$ cat config.mk
export PLATFORM = sky130hd
export DESIGN_NAME = uart_tx_fifo
export DESIGN_NICKNAME = d
export VERILOG_FILES = /design/src/rtl/uart_tx_fifo.sv
export SDC_FILE = /design/constraint.sdc
export NUM_CORES = 1
export LEC_CHECK = 0
export CORE_MARGIN = 3
export CORE_UTILIZATION = 35
export DETAILED_ROUTE_END_ITERATION = 8
export GPL_TIMING_DRIVEN = 0
export HOLD_SLACK_MARGIN = 0.03
export PLACE_DENSITY = 0.47
export SYNTH_ARGS = -nofsm -noshare
export SYNTH_HDL_FRONTEND = slang
export SYNTH_SLANG_ARGS = --single-unit
$ cat constraint.sdc
create_clock -name clk -period 3.05 [get_ports clk]
set_input_delay 0.305 -clock clk [delete_from_list [all_inputs] [get_ports clk]]
set_output_delay 0.305 -clock clk [all_outputs]
set_load 0.01 [all_outputs]
$ cat src/rtl/uart_tx_fifo.sv
// uart_tx_fifo
// Buffered UART transmitter: an 8-deep (2**ADDR_W) byte FIFO feeding a frame
// serializer with its own baud timer. Frame: start(0), 8 data bits LSB first,
// optional even/odd parity, 1 or 2 stop bits(1). The frame configuration is
// latched when a byte is popped, so it stays fixed for the whole frame.
//
// Ports
//   clk        system clock, rising edge
//   rst        asynchronous active-high reset
//   wr_en      push request for wr_data (accepted when !full)
//   wr_data    byte to queue
//   parity_en  1 = append a parity bit after the data
//   parity_odd parity sense: 0 = even, 1 = odd
//   two_stop   1 = two stop bits, 0 = one
//   full       FIFO holds 2**ADDR_W entries
//   empty      FIFO holds 0 entries
//   level      FIFO occupancy, 0..2**ADDR_W
//   ovf        one-clk pulse after a push was rejected because the FIFO was full
//   busy       serializer active or FIFO not empty
//   tx_out     serial line, idle high, driven from a flop
//   state_dbg  current serializer state (debug observation)
//
// Handshake: wr_en is sampled every rising edge; a push is accepted on that edge
// exactly when full was low before the edge. There is no back-pressure other
// than full; a rejected push is reported via ovf and the byte is lost.
module uart_tx_fifo #(
  parameter int CLKS_PER_BIT = 5208,
  parameter int ADDR_W       = 3
) (
  input  logic              clk,
  input  logic              rst,
  input  logic              wr_en,
  input  logic [7:0]        wr_data,
  input  logic              parity_en,
  input  logic              parity_odd,
  input  logic              two_stop,
  output logic              full,
  output logic              empty,
  output logic [ADDR_W:0]   level,
  output logic              ovf,
  output logic              busy,
  output logic              tx_out,
  output logic [2:0]        state_dbg
);

  localparam int TW = $clog2(CLKS_PER_BIT);
  localparam logic [TW-1:0]   T_LOAD  = TW'(CLKS_PER_BIT - 1);
  localparam logic [ADDR_W:0] DEPTH_C = (ADDR_W + 1)'(1 << ADDR_W);

  typedef enum logic [2:0] {
    S_IDLE   = 3'd0,
    S_START  = 3'd1,
    S_DATA   = 3'd2,
    S_PARITY = 3'd3,
    S_STOP   = 3'd4
  } state_t;

  state_t state, state_nx;

  // ---------------------------------------------------------------- FIFO
  logic [7:0]        mem [1 << ADDR_W];
  logic [ADDR_W-1:0] wr_ptr, rd_ptr;
  logic [ADDR_W:0]   count;
  logic              push, pop;

  assign full  = (count == DEPTH_C);
  assign empty = (count == '0);
  assign level = count;
  assign push  = wr_en && !full;
  // The serializer only takes a byte while idle.
  assign pop   = (state == S_IDLE) && !empty;

  always_ff @(posedge clk) begin
    if (push) mem[wr_ptr] <= wr_data;
  end

  always_ff @(posedge clk or posedge rst) begin
    if (rst) begin
      wr_ptr <= '0;
      rd_ptr <= '0;
      count  <= '0;
      ovf    <= 1'b0;
    end else begin
      if (push) wr_ptr <= wr_ptr + ADDR_W'(1);
      if (pop)  rd_ptr <= rd_ptr + ADDR_W'(1);
      case ({push, pop})
        2'b10:   count <= count + (ADDR_W + 1)'(1);
        2'b01:   count <= count - (ADDR_W + 1)'(1);
        default: count <= count;
      endcase
      // Uses full from before the edge: a same-cycle pop cannot rescue it.
      ovf <= wr_en && full;
    end
  end

  // ---------------------------------------------------------- serializer
  logic [TW-1:0] timer;
  logic [7:0]    shift_reg;
  logic [2:0]    bit_cnt;
  logic          stop_cnt;
  logic          par_bit;
  logic          par_en_l;
  logic          two_stop_l;
  logic          bit_done;
  logic          bit_start;
  logic          tx_nx;

  assign bit_done  = (timer == '0);
  assign busy      = (state != S_IDLE) || !empty;
  assign state_dbg = state;

  // State register
  always_ff @(posedge clk or posedge rst) begin
    if (rst) state <= S_IDLE;
    else     state <= state_nx;
  end

  // Next-state logic
  always_comb begin
    state_nx = state;
    case (state)
      S_IDLE:   if (!empty) state_nx = S_START;
      S_START:  if (bit_done) state_nx = S_DATA;
      S_DATA:   if (bit_done && (bit_cnt == 3'd7))
                  state_nx = par_en_l ? S_PARITY : S_STOP;
      S_PARITY: if (bit_done) state_nx = S_STOP;
      S_STOP:   if (bit_done && (!two_stop_l || stop_cnt)) state_nx = S_IDLE;
      default:  state_nx = S_IDLE;
    endcase
  end

  // Output logic: next line level and "a new bit period starts on this edge".
  // The line level is registered below so tx_out never glitches.
  always_comb begin
    tx_nx     = tx_out;
    bit_start = 1'b0;
    if (state == S_IDLE) begin
      tx_nx = 1'b1;
      if (!empty) begin
        tx_nx     = 1'b0;
        bit_start = 1'b1;
      end
    end else if (bit_done) begin
      bit_start = (state_nx != S_IDLE);
      case (state_nx)
        S_DATA:   tx_nx = shift_reg[0];
        S_PARITY: tx_nx = par_bit;
        default:  tx_nx = 1'b1;
      endcase
    end
  end

  // Datapath: line flop, bit timer, shift register, counters, frame config.
  always_ff @(posedge clk or posedge rst) begin
    if (rst) begin
      tx_out     <= 1'b1;
      timer      <= '0;
      shift_reg  <= '0;
      bit_cnt    <= '0;
      stop_cnt   <= 1'b0;
      par_bit    <= 1'b0;
      par_en_l   <= 1'b0;
      two_stop_l <= 1'b0;
    end else begin
      tx_out <= tx_nx;

      if (bit_start)       timer <= T_LOAD;
      else if (!bit_done)  timer <= timer - TW'(1);

      if (pop) begin
        shift_reg  <= mem[rd_ptr];
        par_bit    <= (^mem[rd_ptr]) ^ parity_odd;
        par_en_l   <= parity_en;
        two_stop_l <= two_stop;
      end else if ((state_nx == S_DATA) && bit_done) begin
        // The bit just placed on the line leaves; the next one moves to [0].
        shift_reg <= shift_reg >> 1;
      end

      if ((state == S_START) && bit_done)     bit_cnt <= '0;
      else if ((state == S_DATA) && bit_done) bit_cnt <= bit_cnt + 3'd1;

      if (state != S_STOP) stop_cnt <= 1'b0;
      else if (bit_done)   stop_cnt <= 1'b1;
    end
  end

endmodule

# Yosys cells after proc, flatten, opt, wreduce, memory -nomap -nowiden
# Memory sizes are Yosys's and may differ from the RTL's.
# Cells that the tools add are included.
classes:
  add_sub_neg: 6
  n_eq_ne: 12
  muxes: 25
  n_bitwise: 1
  reduce_logical: 24
op_table:
  columns: ["operator", "count"]
  rows:
  - ["$mux W13", 2]
  - ["$mux W3", 8]
  - ["$mux W8", 2]
  - ["$pmux W3 S5", 1]
  - ["$logic_not A13 Y1", 1]
  - ["$sub A13 B1 Y13 const B", 1]
  - ["$eq A3 B2 Y1 const B", 4]
  - ["$mux W1", 10]
  - ["$reduce_bool A2 Y1", 5]
  - ["$add A3 B1 Y3 const B", 3]
  - ["$logic_and A1 B1 Y1", 8]
  - ["$pmux W4 S2", 1]
  - ["$reduce_xor A8 Y1", 1]
  - ["$eq A3 B3 Y1 const B", 2]
  - ["$reduce_bool A3 Y1", 2]
  - ["$add A4 B1 Y4 const B", 1]
  - ["$eq A4 B4 Y1 const B", 1]
  - ["$logic_not A4 Y1", 1]
  - ["$sub A4 B1 Y4 const B", 1]
  - ["$eq A3 B1 Y1 const B", 1]
  - ["$logic_not A1 Y1", 3]
  - ["$logic_not A3 Y1", 1]
  - ["$ne A3 B3 Y1 const B", 1]
  - ["$eq A2 B1 Y1 const B", 1]
  - ["other kinds (5)", 6]
word_totals:
  register_bits: 43
  mem_bits_rw: 64
  input_bits: 14
  output_inout_bits: 12
  wordCells: 82
  mem_count: 1
mem_list:
  columns: ["name", "depth", "word_bits", "read_ports", "rd_clocked_by_memory_dff", "wr", "line", "rtl"]
  rows:
  - ["mem", 8, 8, 1, 0, 1, "61", "logic [7:0] mem [1 << ADDR_W];"]

# Longest topological paths before layout
logic_depth:
  depth_word: 9
  depth_mapped: 13
  ltp_nobuf: 10

# Worst setup path after synthesis
# No wires, ideal clock.
synth_path:
  path_kind: "reg-to-reg"
  from: "register count[0], in the netlist level[0]"
  to: "register count[3], in the netlist level[3]"
  setup_time_ns: 0.128
  arrival_ns: 2.965
  required_ns: 2.922
  setup_slack_ns: -0.043
  stages_incl_launch_ff: 13
  n_path_buf: 2
  synth_period_minus_slack_ns: 3.093
  path_cell_list: "dfrtp_1 > nor4_1 > nand2b_1 > clkbuf_1 > inv_1 > clkbuf_1 > ha_1 > ha_1 > a21o_1 > a21oi_1 > xnor2_1 > nor2_1 > xor2_1"
synth_via:
  elab_chain_len: 5
  word_cells_on_any_way: 12
  cone_classes: "2 x add/sub; 3 x eq/ne; 1 x mux; 6 x reduce/logical"
synth_lines:
  columns: ["element", "line", "rtl"]
  rows:
  - ["start, declared", "63", "logic [ADDR_W:0] count;"]
  - ["start signal, assigned", "87", "2'b10: count <= count + (ADDR_W + 1)'(1);"]
  - ["start signal, assigned", "88", "2'b01: count <= count - (ADDR_W + 1)'(1);"]
  - ["start signal, assigned", "89", "default: count <= count;"]
  - ["$logic_not A4 Y1 (*)", "67", "assign empty = (count == '0);"]
  - ["net empty", "38", "output logic empty,"]
  - ["$logic_not A1 Y1 (*)", null, null]
  - ["$logic_and A1 B1 Y1 (*)", "71", "assign pop = (state == S_IDLE) && !empty;"]
  - ["net pop", "64", "logic push, pop;"]
  - ["$eq A2 B1 Y1 / $eq A2 B2 Y1 (equally long branches)", "86", "case ({push, pop})"]
  - ["$pmux W4 S2 / $reduce_bool A2 Y1 (equally long branches)", null, null]
# Mark *: on every way through the listed nets, which the timed path passes. The rest lies on a longest branch.
# A chain may end at the register's enable or synchronous reset.

# Worst setup path after layout
layout_path:
  from: "register count[3], in the netlist level[3]"
  to: "register count[3], in the netlist level[3]"
layout_via:
  elab_chain_len: 5
  word_cells_on_any_way: 12
  cone_classes: "2 x add/sub; 3 x eq/ne; 1 x mux; 6 x reduce/logical"
layout_lines:
  columns: ["element", "line"]
  rows:
  - ["$eq A4 B4 Y1 / $logic_not A4 Y1 (equally long branches)", "66, 67"]
  - ["$logic_not A1 Y1 (on tied branches)", null]
  - ["$logic_and A1 B1 Y1 (on tied branches)", "69, 71"]
  - ["$eq A2 B1 Y1 / $eq A2 B2 Y1 (equally long branches)", "86"]
  - ["$pmux W4 S2 / $reduce_bool A2 Y1 (equally long branches)", null]
# Parallel ways exist; a longest one is shown, timed or not.

==> reports/results.tsv <==
metric	value	unit
status	finished, final reports clean	
clk_latency	340	ps
port_buffers	25	
die_area	15000	sq um
r2r_end	level[3]	
synth.distinct_cells	49	
rrSetupSlack	260	ps
grt_max_degree	23	
n_antenna_cell	0	
route.detailed.drc	0	
ys_warn_count	0	
endpoint	level[3]	
clk_pin_slew_worst_paths	70	ps
fin_crit	2790	ps
cp_data_arrival_time	3020	ps
yosys.area.top_type_share	0.405	
fin_crit_sh	0.916	
syn_nets	352	
wl_per_cell	16.6	um
cts_buffer_depth	2	
grt_pass1_wl	14.9	mm
synth_common_cells	edfxtp_1, dfrtp_1, nand2_1	
die_h	122	um
power_density	619	nW/um^2
n_fill_cell	1219	
synthFlopType	edfxtp_1	
first_iter_violations	127	
io_pins	26	
syn_avg_cell_area	14.4	sq um
first_global_vias	2644	
cp-start-kind	flip-flop	
gp_congestion	0.793	
maxSlewHeadroom	0.400	
dpl_cell_area	5250	sq um
p_int	2.53	mW
cap_violations	0	
final_util	0.430	
final_cell_count_no_fill	543	
ff2ff_path_depth	10	
rsz0062_at_grt	no	
routed_wirelength	9.03	mm
p_switching	0.906	mW
fin_setup_tns	0	ps
synth_seq_cells	107	
placedCellCount	527	
skew	9.94	ps
synth_top_cell_by_area	edfxtp_1	
seq_area_frac_synth	0.632	
hold_ws	307	ps
vdd_drop_max	0.325	mV
critPathCaptureType	flip-flop	
fp-row-count	41	
synth.most_common_cell	edfxtp_1	
ys_top_cells_by_area	edfxtp_1, dfrtp_1, mux4_2	
die_x	122	um
syn_area	4750	sq um
hpwlAfterDp	6.25	mm
finalHoldViolations	0	
switching_share	0.264	
critical_path_class	flip-flop to flip-flop	
slew_violations	0	
holdBufCountCts	0	
hold_class	input pin to asynchronous set/reset pin	
initial_core_util	0.367	
p_comb_frac	0.152	
stdcell_area	5550	sq um
cp-startpoint	level[3]	
crit_required	3270	ps
synth_edf_count	64	
vias	2609	
drive_above_1_share	0.181	
setup_viol	0	
r2r-start	level[3]	
largest_reg_flops	64	
clock_sinks	107	
firstDrtPassIters	4	
syn-instance-count	329	
ant_nets	0	
area_growth	17.0	%
grtUsageTotal	0.135	
tightest_slew	897	ps
fmax	358	MHz
cp_max_fo	9	
post-place-ws	-484	ps
setup_ws	255	ps
core_area	12900	sq um
htree_levels	3	
antenna_found_initial	0	
total_power	3.44	mW
p_clk_frac	0.315	
tritoncts	built	
pwr-share-seq	0.533	
numCtsBuffers	9	
async_flop_share	0.402	
viasPerCell	4.80	
nets	390	
grt_overflow_total	0	
cts_root_buf	clkbuf_16	
leakagePower	2.05	nW
[power by group through the flow]
stage                     clock network [mW]  logic [mW]  registers, mW
after floorplan                            0       0.309           1.84
after global placement                     0       0.513           1.85
after detailed placement                   0       0.526           1.86
after CTS                               1.13       0.542           1.84
after global routing                    1.19       0.584           1.85
final                                   1.08       0.522           1.83
[kinds of logic after synthesis]
group           Yosys count  share of synthesized area
flops                   107                      0.632
buf+inv                  21                     0.0219
mux                      39                      0.126
compound gates           38                     0.0509
xor+xnor                 21                     0.0432
simple gates             94                      0.101
fa+ha+maj                 9                     0.0253
[worst min path at each step]
stage,from,cells past startpoint,slack [ps],endpoint
6_report,rst,2,310,timer[10]
2_1_floorplan,wr_data[0],0,400,mem[0][0]
3_3_place_gp,two_stop_l,2,460,two_stop_l
5_1_grt,rst,2,340,timer[10]
4_1_cts,rst,2,320,timer[10]
3_5_place_dp,two_stop_l,2,460,two_stop_l
[critical path, cell delays in order (launching register included)]
cell,delay (ps)
dfrtp_1,450
nor4_4,430
nand2b_2,320
clkinvlp_4,240
ha_1,280
ha_1,270
a21o_1,170
a21oi_1,160
xnor2_1,130
nor2_1,70
xor2_1,140
[metal layers]
metal  GRT usage  routed length (um)
met1       0.174                4170
met2       0.219                4470
met3      0.0438                 262
met4      0.0364                 132
met5           0                   0
[final cells by class]
type	instances	area, sq um	area share
clock buffer	9	225	0.0405
tap	172	215	0.0387
clock inverter	6	51.3	0.00924
timing repair buffer	29	293	0.0527
multi-input combinational	201	1670	0.301
sequential	107	3000	0.540
inverter	9	37.5	0.00676
buffer	10	62.6	0.0113
[cells in the final DEF (no fill, tap or decap), types with 6 or more instances in the layout]
cell             count
inv_1                7
edfxtp_1            64
nor2_1              22
xor2_1               7
ha_1                 8
dfrtp_1             42
nand2_1             34
o21ai_0             18
clkbuf_16            9
a21oi_1              6
clkdlybuf4s50_1     25
mux2i_1             18
xnor2_1             12
mux4_2              16
[repair_timing]
action                                 4_1_cts  5_1_grt
resized for setup                            1        2
setup endpoints to repair                    3        2
buffers inserted                             1        2
gates cloned                                 0        0
pin swaps                                    1        0
endpoints found under the hold margin        0        0
No activity file was read; power rests on OpenSTA's default activity.
